## src/rtl/game_ctrl_fsm_if.sv

```systemverilog
// Handshake bundle between the game controller and the board datapath.
// master = controller side, slave = movement/spawn/checker side.
interface game_ctrl_fsm_if #(
  parameter int unsigned NUM_DIRS = 4,
  parameter int unsigned CNT_W    = 16
);
  logic [NUM_DIRS-1:0] btn;
  logic                game_over;
  logic                game_won;
  logic                move_ack;
  logic                move_changed;
  logic                spawn_ack;
  logic                board_clr;
  logic                move_req;
  logic [NUM_DIRS-1:0] move_dir;
  logic                spawn_req;
  logic [2:0]          state_o;
  logic [CNT_W-1:0]    move_count;
  logic                fault;

  modport master (
    input  btn, game_over, game_won, move_ack, move_changed, spawn_ack,
    output board_clr, move_req, move_dir, spawn_req, state_o, move_count, fault
  );

  modport slave (
    output btn, game_over, game_won, move_ack, move_changed, spawn_ack,
    input  board_clr, move_req, move_dir, spawn_req, state_o, move_count, fault
  );
endinterface

```

## src/rtl/game_ctrl_fsm.sv

```systemverilog
// Tile-game sequencing controller: registered FSM issuing move/spawn handshakes.
// Optional GAME_CTRL_AUTO_RESTART_EN: WIN/LOSE restart after HOLD_CYCLES instead of on a press.
module game_ctrl_fsm #(
  parameter int unsigned NUM_DIRS    = 4,
  parameter int unsigned CNT_W       = 16,
  parameter int unsigned ACK_TIMEOUT = 1024,
  parameter int unsigned HOLD_CYCLES = 50000000,
  parameter int unsigned INIT_SPAWNS = 2
) (
  input logic             clk,
  input logic             rst,
  game_ctrl_fsm_if.master bus
);

  typedef enum logic [2:0] {
    StClear = 3'd0,
    StInit  = 3'd1,
    StIdle  = 3'd2,
    StMove  = 3'd3,
    StSpawn = 3'd4,
    StCheck = 3'd5,
    StWin   = 3'd6,
    StLose  = 3'd7
  } state_e;

  localparam int unsigned WaitW  = $clog2(ACK_TIMEOUT);
  localparam int unsigned SpawnW = $clog2(INIT_SPAWNS + 1);
  localparam logic [WaitW-1:0]  WaitMax   = WaitW'(ACK_TIMEOUT - 1);
  localparam logic [SpawnW-1:0] SpawnLast = SpawnW'(INIT_SPAWNS - 1);

  if (ACK_TIMEOUT < 2 || HOLD_CYCLES < 1 || INIT_SPAWNS < 1) begin : g_bad_params
    $error("game_ctrl_fsm: illegal parameter value");
  end

  state_e              state_q, state_d;
  logic [NUM_DIRS-1:0] btn_q, rise;
  logic                rise_one;
  logic [WaitW-1:0]    wait_q, wait_d;
  logic [SpawnW-1:0]   spawn_cnt_q, spawn_cnt_d;
  logic [CNT_W-1:0]    move_count_q, move_count_d;
  logic [NUM_DIRS-1:0] move_dir_q, move_dir_d;
  logic                board_clr_q, board_clr_d;
  logic                move_req_q, move_req_d;
  logic                spawn_req_q, spawn_req_d;
  logic                fault_q, fault_d;
  logic                timeout, spawn_gap;

`ifdef GAME_CTRL_AUTO_RESTART_EN
  localparam int unsigned HoldW = $clog2(HOLD_CYCLES + 1);
  localparam logic [HoldW-1:0] HoldMax = HoldW'(HOLD_CYCLES - 1);
  logic [HoldW-1:0] hold_q, hold_d;

  always_ff @(posedge clk or posedge rst) begin
    if (rst) hold_q <= '0;
    else     hold_q <= hold_d;
  end
`endif

  always_comb begin
    rise     = bus.btn & ~btn_q;
    rise_one = (rise != '0) && ((rise & (rise - NUM_DIRS'(1))) == '0);

    state_d      = state_q;
    wait_d       = '0;
    spawn_cnt_d  = spawn_cnt_q;
    move_count_d = move_count_q;
    timeout      = 1'b0;
    spawn_gap    = 1'b0;
`ifdef GAME_CTRL_AUTO_RESTART_EN
    hold_d       = '0;
`endif

    case (state_q)
      StClear: begin
        spawn_cnt_d = '0;
        state_d     = StInit;
      end
      StInit: begin
        // An ack seen while the request is in its one-cycle gap is stray.
        if (spawn_req_q && bus.spawn_ack) begin
          spawn_gap   = 1'b1;
          spawn_cnt_d = spawn_cnt_q + SpawnW'(1);
          if (spawn_cnt_q == SpawnLast) state_d = StIdle;
        end else if (wait_q == WaitMax) begin
          timeout = 1'b1;
        end else begin
          wait_d = wait_q + WaitW'(1);
        end
      end
      StIdle: begin
        if (bus.game_won)       state_d = StWin;
        else if (bus.game_over) state_d = StLose;
        else if (rise_one)      state_d = StMove;
      end
      StMove: begin
        if (bus.move_ack) begin
          if (bus.move_changed) begin
            if (move_count_q != '1) move_count_d = move_count_q + CNT_W'(1);
            state_d = StSpawn;
          end else begin
            state_d = StIdle;
          end
        end else if (wait_q == WaitMax) begin
          timeout = 1'b1;
        end else begin
          wait_d = wait_q + WaitW'(1);
        end
      end
      StSpawn: begin
        if (bus.spawn_ack)           state_d = StCheck;
        else if (wait_q == WaitMax)  timeout = 1'b1;
        else                         wait_d  = wait_q + WaitW'(1);
      end
      StCheck: begin
        if (bus.game_won)       state_d = StWin;
        else if (bus.game_over) state_d = StLose;
        else                    state_d = StIdle;
      end
      StWin, StLose: begin
`ifdef GAME_CTRL_AUTO_RESTART_EN
        if (hold_q == HoldMax) state_d = StClear;
        else                   hold_d  = hold_q + HoldW'(1);
`else
        if (rise != '0) state_d = StClear;
`endif
      end
      default: state_d = StClear;
    endcase

    if (timeout) state_d = StClear;
    if (state_d == StClear) move_count_d = '0;

    // Outputs are registered, so they are decoded from the upcoming state.
    board_clr_d = (state_q == StClear);
    move_req_d  = (state_d == StMove);
    spawn_req_d = (state_d == StSpawn) || ((state_d == StInit) && !spawn_gap);
    move_dir_d  = (state_d != StMove) ? '0 : (state_q == StIdle) ? rise : move_dir_q;
    fault_d     = fault_q | timeout;
  end

  always_ff @(posedge clk or posedge rst) begin
    if (rst) begin
      state_q      <= StClear;
      btn_q        <= '0;
      wait_q       <= '0;
      spawn_cnt_q  <= '0;
      move_count_q <= '0;
      move_dir_q   <= '0;
      board_clr_q  <= 1'b0;
      move_req_q   <= 1'b0;
      spawn_req_q  <= 1'b0;
      fault_q      <= 1'b0;
    end else begin
      state_q      <= state_d;
      btn_q        <= bus.btn;
      wait_q       <= wait_d;
      spawn_cnt_q  <= spawn_cnt_d;
      move_count_q <= move_count_d;
      move_dir_q   <= move_dir_d;
      board_clr_q  <= board_clr_d;
      move_req_q   <= move_req_d;
      spawn_req_q  <= spawn_req_d;
      fault_q      <= fault_d;
    end
  end

  assign bus.board_clr  = board_clr_q;
  assign bus.move_req   = move_req_q;
  assign bus.move_dir   = move_dir_q;
  assign bus.spawn_req  = spawn_req_q;
  assign bus.state_o    = state_q;
  assign bus.move_count = move_count_q;
  assign bus.fault      = fault_q;

endmodule

```

## src/flat_wrapper.sv

```systemverilog
// flat-port wrapper written by rule: the top's interface ports become plain ports
module game_ctrl_fsm_flat 
#(
  parameter int unsigned NUM_DIRS    = 4,
  parameter int unsigned CNT_W       = 16,
  parameter int unsigned ACK_TIMEOUT = 1024,
  parameter int unsigned HOLD_CYCLES = 50000000,
  parameter int unsigned INIT_SPAWNS = 2
)
  (clk, rst, bus_btn, bus_game_over, bus_game_won, bus_move_ack, bus_move_changed, bus_spawn_ack, bus_board_clr, bus_move_req, bus_move_dir, bus_spawn_req, bus_state_o, bus_move_count, bus_fault);
  game_ctrl_fsm_if #(.NUM_DIRS(NUM_DIRS), .CNT_W(CNT_W)) bus_i ();
  input logic clk;
  input logic rst;
  input wire logic [$bits(bus_i.btn)-1:0] bus_btn;
  input wire logic [$bits(bus_i.game_over)-1:0] bus_game_over;
  input wire logic [$bits(bus_i.game_won)-1:0] bus_game_won;
  input wire logic [$bits(bus_i.move_ack)-1:0] bus_move_ack;
  input wire logic [$bits(bus_i.move_changed)-1:0] bus_move_changed;
  input wire logic [$bits(bus_i.spawn_ack)-1:0] bus_spawn_ack;
  output wire logic [$bits(bus_i.board_clr)-1:0] bus_board_clr;
  output wire logic [$bits(bus_i.move_req)-1:0] bus_move_req;
  output wire logic [$bits(bus_i.move_dir)-1:0] bus_move_dir;
  output wire logic [$bits(bus_i.spawn_req)-1:0] bus_spawn_req;
  output wire logic [$bits(bus_i.state_o)-1:0] bus_state_o;
  output wire logic [$bits(bus_i.move_count)-1:0] bus_move_count;
  output wire logic [$bits(bus_i.fault)-1:0] bus_fault;
  assign bus_i.btn = bus_btn;
  assign bus_i.game_over = bus_game_over;
  assign bus_i.game_won = bus_game_won;
  assign bus_i.move_ack = bus_move_ack;
  assign bus_i.move_changed = bus_move_changed;
  assign bus_i.spawn_ack = bus_spawn_ack;
  assign bus_board_clr = bus_i.board_clr;
  assign bus_move_req = bus_i.move_req;
  assign bus_move_dir = bus_i.move_dir;
  assign bus_spawn_req = bus_i.spawn_req;
  assign bus_state_o = bus_i.state_o;
  assign bus_move_count = bus_i.move_count;
  assign bus_fault = bus_i.fault;
  game_ctrl_fsm #(.NUM_DIRS(NUM_DIRS), .CNT_W(CNT_W), .ACK_TIMEOUT(ACK_TIMEOUT), .HOLD_CYCLES(HOLD_CYCLES), .INIT_SPAWNS(INIT_SPAWNS)) u_core (.clk(clk), .rst(rst), .bus(bus_i));
endmodule
```

## config.mk

```make
export PLATFORM = sky130hd
export DESIGN_NAME = game_ctrl_fsm_flat
export DESIGN_NICKNAME = d
export VERILOG_FILES = /design/src/rtl/game_ctrl_fsm_if.sv /design/src/rtl/game_ctrl_fsm.sv /design/src/flat_wrapper.sv
export SDC_FILE = /design/constraint.sdc
export NUM_CORES = 1
export LEC_CHECK = 0
export BUFFER_PORTS_ARGS = -buffer_cell sky130_fd_sc_hd__buf_2
export CAP_MARGIN = 10
export CORE_ASPECT_RATIO = 1.5
export CORE_MARGIN = 1.5
export CORE_UTILIZATION = 57
export DETAILED_ROUTE_END_ITERATION = 12
export PLACE_DENSITY = 0.81
export SLEW_MARGIN = 20
export SYNTH_ARGS = -nofsm -noshare
export SYNTH_HDL_FRONTEND = slang
export SYNTH_SLANG_ARGS = --single-unit
```

## constraint.sdc

```tcl
create_clock -name clk -period 3.55 [get_ports clk]
set_input_delay 0.1775 -clock clk [delete_from_list [all_inputs] [get_ports clk]]
set_output_delay 0.1775 -clock clk [all_outputs]
set_load 0.02 [all_outputs]
```

## Word level (Yosys, flattened, before mapping)

Cells that the tools add are included.

- Word-level logic and storage cells: 85
- Output and inout port bits: 27
- Input bits: 11
- Bits in registers: 43

- Bitwise gates (word level): 4
- Eq/ne operators: 15
- Reductions and logical operators: 18
- Add/subtract/negate cells: 4
- Muxes and demuxes: 34

Operator list:

| operator | number |
|---|---|
| $mux W16 | 5 |
| $mux W10 | 4 |
| $mux W3 | 12 |
| $pmux W10 S3 | 1 |
| $pmux W3 S7 | 1 |
| $add A16 B1 Y16 const B | 1 |
| $ne A16 B16 Y1 const B | 1 |
| $eq A3 B3 Y1 const B | 5 |
| $reduce_bool A2 Y1 | 6 |
| $add A10 B1 Y10 const B | 1 |
| $eq A10 B10 Y1 const B | 1 |
| $eq A3 B2 Y1 const B | 3 |
| $and A4 B4 Y4 | 2 |
| $mux W4 | 2 |
| $eq A3 B1 Y1 const B | 2 |
| $logic_not A3 Y1 | 2 |
| $mux W1 | 6 |
| $logic_not A4 Y1 | 1 |
| $not A4 Y4 | 1 |
| $pmux W2 S2 | 1 |
| $reduce_and A4 Y1 | 1 |
| $reduce_bool A4 Y1 | 1 |
| $sub A4 B1 Y4 const B | 1 |
| $logic_and A1 B1 Y1 | 3 |
| other kinds (11) | 11 |

## Depth between registers and ports, before layout

- Depth in word-level cells: 14
- Depth in mapped cells: 9
- Mapped depth without buffers: 8

## Worst setup path after synthesis

OpenSTA, ideal clock, no wires.

- Path type: register to register
- Start: register u_core.state_q[2], in the netlist u_core.bus.state_o[2]
- End: register u_core.move_count_q[10], in the netlist u_core.bus.move_count[10]
- Arrival time: 1.964 ns
- Clock period less this slack: 2.092 ns
- Setup time: 0.128 ns
- Setup slack: 1.458 ns
- Cell stages (with the launch flop): 7
- Path through: dfrtp_1 buf_2 or4b_4 or4_4 nor2_1 xnor2_1 nor2_1

- Cells in the longest elaborated chain, start to end: 8

RTL lines:

| what | line | text |
|---|---|---|
| from (decl) | game_ctrl_fsm.sv:35 | `state_e state_q, state_d;` |
| from (signal assigned) | game_ctrl_fsm.sv:143 | `state_q <= StClear;` |
| from (signal assigned) | game_ctrl_fsm.sv:154 | `state_q <= state_d;` |
| $mux W3 | game_ctrl_fsm.sv:93 | `else if (rise_one) state_d = StMove;` |
| $mux W3 | game_ctrl_fsm.sv:92 | `else if (bus.game_over) state_d = StLose;` |
| $mux W3 | game_ctrl_fsm.sv:91 | `if (bus.game_won) state_d = StWin;` |
| $pmux W3 S7 | game_ctrl_fsm.sv:73 | `case (state_q)` |
| $mux W3 | game_ctrl_fsm.sv:130 | `if (timeout) state_d = StClear;` |
| $logic_not A3 Y1 | game_ctrl_fsm.sv:131 | `if (state_d == StClear) move_count_d = '0;` |
| $reduce_bool A2 Y1 (no line) | -- |  |
| $reduce_and A4 Y1 (no line) | -- |  |
| to (signal assigned) | game_ctrl_fsm.sv:158 | `move_count_q <= move_count_d;` |
| to (decl) | game_ctrl_fsm.sv:40 | `logic [CNT_W-1:0] move_count_q, move_count_d;` |

Parallel ways exist; a longest one is shown, timed or not.
A chain may end at the register's enable or synchronous reset.

## Final worst setup path

- Start: input port bus_btn[3]
- End: register u_core.move_count_q[5], in the netlist u_core.bus.move_count[5]

- Cells in the longest elaborated chain, start to end: 13

RTL lines:

| what | line | text |
|---|---|---|
| from (decl) | flat_wrapper.sv:14 | `input wire logic [$bits(bus_i.btn)-1:0] bus_btn;` |
| $and A4 B4 Y4 (*) | game_ctrl_fsm.sv:60 | `rise = bus.btn & ~btn_q;` |
| $sub A4 B1 Y4 | game_ctrl_fsm.sv:61 | `rise_one = (rise != '0) && ((rise & (rise - NUM_DIRS'(1))) == '0);` |
| $and A4 B4 Y4 | game_ctrl_fsm.sv:61 |  |
| $logic_not A4 Y1 | game_ctrl_fsm.sv:61 |  |
| $logic_and A1 B1 Y1 | game_ctrl_fsm.sv:61 |  |
| $mux W3 | game_ctrl_fsm.sv:93 |  |
| $mux W3 | game_ctrl_fsm.sv:92 |  |
| $mux W3 | game_ctrl_fsm.sv:91 |  |
| $pmux W3 S7 (*) | game_ctrl_fsm.sv:73 |  |
| $mux W3 (*) | game_ctrl_fsm.sv:130 |  |
| $logic_not A3 Y1 (*) | game_ctrl_fsm.sv:131 |  |
| $reduce_bool A2 Y1 (no line) | -- |  |
| $reduce_and A4 Y1 (no line) | -- |  |

Every way passes the cells marked *; elsewhere a longest branch is shown, timed or not.

==> flow_metrics.tcl <==
set metrics [dict create \
    reg2reg_depth 6 \
    layout_common_cells "44 x nor2_1, 43 x dfrtp_1, 37 x buf_2" \
    mostFrequentLayoutCell "nor2_1" \
    routed_via_density 5.693 \
    power.internal_mw 1.020 \
    num_rows 27 \
    synthArstFlopShare_pct 100.0 \
    violations "hold timing" \
    required_ns 3.71 \
    fin_util_pct 69.90 \
    syn_area_per_cell_um2 9.865 \
    io_pins 38 \
    wl_per_cell_um 14.03 \
    synthCells 225 \
    hold_class "input pin to async pin" \
    fin_crit_sh_pct 67.13 \
    nets 283 \
    place_area_um2 2421 \
    fmaxAchievable_ghz 0.4196 \
    drive_above_1_share_pct 20.74 \
    io_buffers 37 \
    dieArea_um2 4285 \
    synth_top_cells_by_area "dfrtp_1 48%, nor2_1 7.4%, xnor2_1 4.7%, xor2_1 4.7%, nand3_1 2.9%" \
    rr_endpoint "u_core.bus.move_count[5]" \
    irDropWorstVdd_uv 375.9 \
    yosys.area.top_type_share_pct 48.48 \
    drt-total-wl_um 4392 \
    ys_seq_area_share_pct 48.48 \
    rsz0062_at_grt "false" \
    cts_made_buffers 5 \
    grt_pass1_vias 1627 \
    htree_levels 2 \
    area_growth_pct 17.02 \
    cp.arrival_ns 2.54 \
    setup_tns_ns 0 \
    power_frac_seq_pct 39.9 \
    ys_ff_latch 43 \
    syn_nets 239 \
    num_antenna_cells 0 \
    stdcell_count 313 \
    antenna_found_initial 0 \
    grt_pass1_wl_um 7148 \
    insertion_delay_ns 0.30 \
    swShare_pct 36.23 \
    overflow 0 \
    finalHoldViolCount 27 \
    clkSinkCount 43 \
    fin_crit_ns 2.383 \
    antenna_left 0 \
    die_y_um 79.43 \
    cts_resized 0 \
    setup_viol 0 \
    synth-edff-count 0 \
    yosysWarnings 0 \
    p_comb_share_pct 31.8 \
    grt_max_degree 29 \
    gp_congestion 0.7817 \
    setup.worst_path.end "u_core.bus.move_count[5]" \
    tightest_slew_ns 0.9661 \
    power_leakage_nw 1.200 \
    power_per_cell_area_nw_per_um2 615.5 \
    holdWs_ns -0.03002 \
    die_x_um 53.95 \
    finClkSkew_ns 0.007525 \
    critPathLaunchType "input pin" \
    floorplan.initialDensity_pct 59.73 \
    grtUsageTotal_pct 22.80 \
    crit_path_end_kind "register" \
    clock_path_buffers 2 \
    cap_violations 0 \
    reg2reg_setup_slack_ns 1.19 \
    slew_headroom_pct 35.19 \
    yosysUniqueCellTypes 50 \
    cp-startpoint "bus_btn[3]" \
    hpwl_um 3117 \
    crit_fanout 16 \
    drtIter0Drc 38 \
    syn_area_um2 2220 \
    netSwitchingPower_mw 0.5793 \
    root_buffer "clkbuf_8" \
    finalMaxSlewViolations 0 \
    r2r-start "u_core.bus.state_o[2]" \
    fin_area_um2 2597 \
    clk_pin_slew_ns 0.09 \
    synth_flop_cell "dfrtp_1" \
    dpl.cell_count 301 \
    dr_total_vias 1782 \
    outcome "finished with violations" \
    drc 0 \
    core_area_um2 3716 \
    crit_type "input pin to register" \
    p_clk_share_pct 28.2 \
    cts_tree "yes" \
    firstDrtPassIters 4 \
    yosys.area.top_type "dfrtp_1" \
]
-- routing by layer --
| metal | wire (um) | vias up | global-route usage, % |
|---|---|---|---|
| met5 | 0 | - | 0 |
| met4 | 56 | 0 | 9.744 |
| met3 | 177 | 4 | 5.056 |
| met2 | 2319 | 44 | 37.68 |
| met1 | 1838 | 872 | 27.69 |
| li1 | - | 862 | - |
-- cells by family after synthesis --
family                     Yosys count  share of synthesized area, %
AOI/OAI and AO/OA                   23                         7.723
xor gates and xnor gates            24                         9.470
adders and majority gates            3                         1.691
buffers and inverters               18                         4.228
DFF                                 43                         48.48
muxes                                5                         2.255
and+or+nand+nor                    109                         26.16
-- cell usage after synthesis (3+ instances only) --
master and instances:
mux2i_1 5, nand3_1 13, xor2_1 12, xnor2_1 12, nor2_1 44, ha_1 3
nor3_1 4, inv_1 13, dfrtp_1 43, nand4_1 9, nor2b_1 5, nand2_1 10
nand2b_1 3, a21oi_1 3
-- registers in the layout (all words and copies together), names as in the netlist --
name	count
u_core.btn_q	4
u_core.bus.board_clr	1
u_core.bus.fault	1
u_core.bus.move_count	16
u_core.bus.move_dir	4
u_core.bus.move_req	1
u_core.bus.spawn_req	1
u_core.bus.state_o	3
u_core.spawn_cnt_q	2
u_core.wait_q	10
-- critical path, stage by stage --
cell and delay [ns]:
dlygate4sd3_1 0.53, buf_2 0.10, nor2b_1 0.36, nor4_1 0.12, a311oi_1 0.42, a211oi_1 0.16
a21oi_2 0.53, nor2_1 0.13
-- worst min path at each step --
| stage | from | end | slack, ns | cells after the start |
|---|---|---|---|---|
| after global routing | rst | u_core.bus.move_count[8] | 0.01 | 2 |
| after detailed placement | bus_btn[3] | u_core.btn_q[3] | 0.30 | 1 |
| after CTS | rst | u_core.bus.move_count[8] | 0.13 | 2 |
| after floorplan | bus_btn[0] | u_core.btn_q[0] | 0.21 | 0 |
| final | rst | u_core.bus.state_o[0] | -0.03 | 2 |
| after global placement | bus_btn[3] | u_core.btn_q[3] | 0.30 | 1 |
-- power by group through the flow --
stage | sequential (mW) | clock [mW] | combinational (mW)
2_1_floorplan | 0.655 | 0 | 0.408
3_3_place_gp | 0.644 | 0 | 0.496
3_5_place_dp | 0.647 | 0 | 0.505
4_1_cts | 0.637 | 0.458 | 0.510
5_1_grt | 0.650 | 0.478 | 0.581
6_report | 0.638 | 0.452 | 0.509
-- area by class of cell --
cell class | count | area (um2)
Fill cell | 303 | 1119
Sequential cell | 43 | 1076
Multi-Input combinational cell | 164 | 1050
Timing Repair Buffer | 42 | 232.7
Clock buffer | 5 | 68.82
Clock inverter | 3 | 67.56
Tap cell | 43 | 53.80
Inverter | 13 | 48.80
-- stage by stage --
stage                     hold slack (ns)  setup WS [ns]  total power, mW
final                            -0.03002          1.167            1.599
after global routing              0.01256         0.8881            1.709
after CTS                          0.1319          1.180            1.605
after detailed placement           0.2959          1.199            1.152
after global placement             0.2971          1.285            1.141
after floorplan                    0.2089          1.458            1.063
-- what timing repair did --
action	in CTS	in global routing
setup buffers	0	0
hold endpoints to repair	4	0
hold buffers	4	0
endpoints found under the setup margin	0	0
Power figures use the tool's default switching activity.
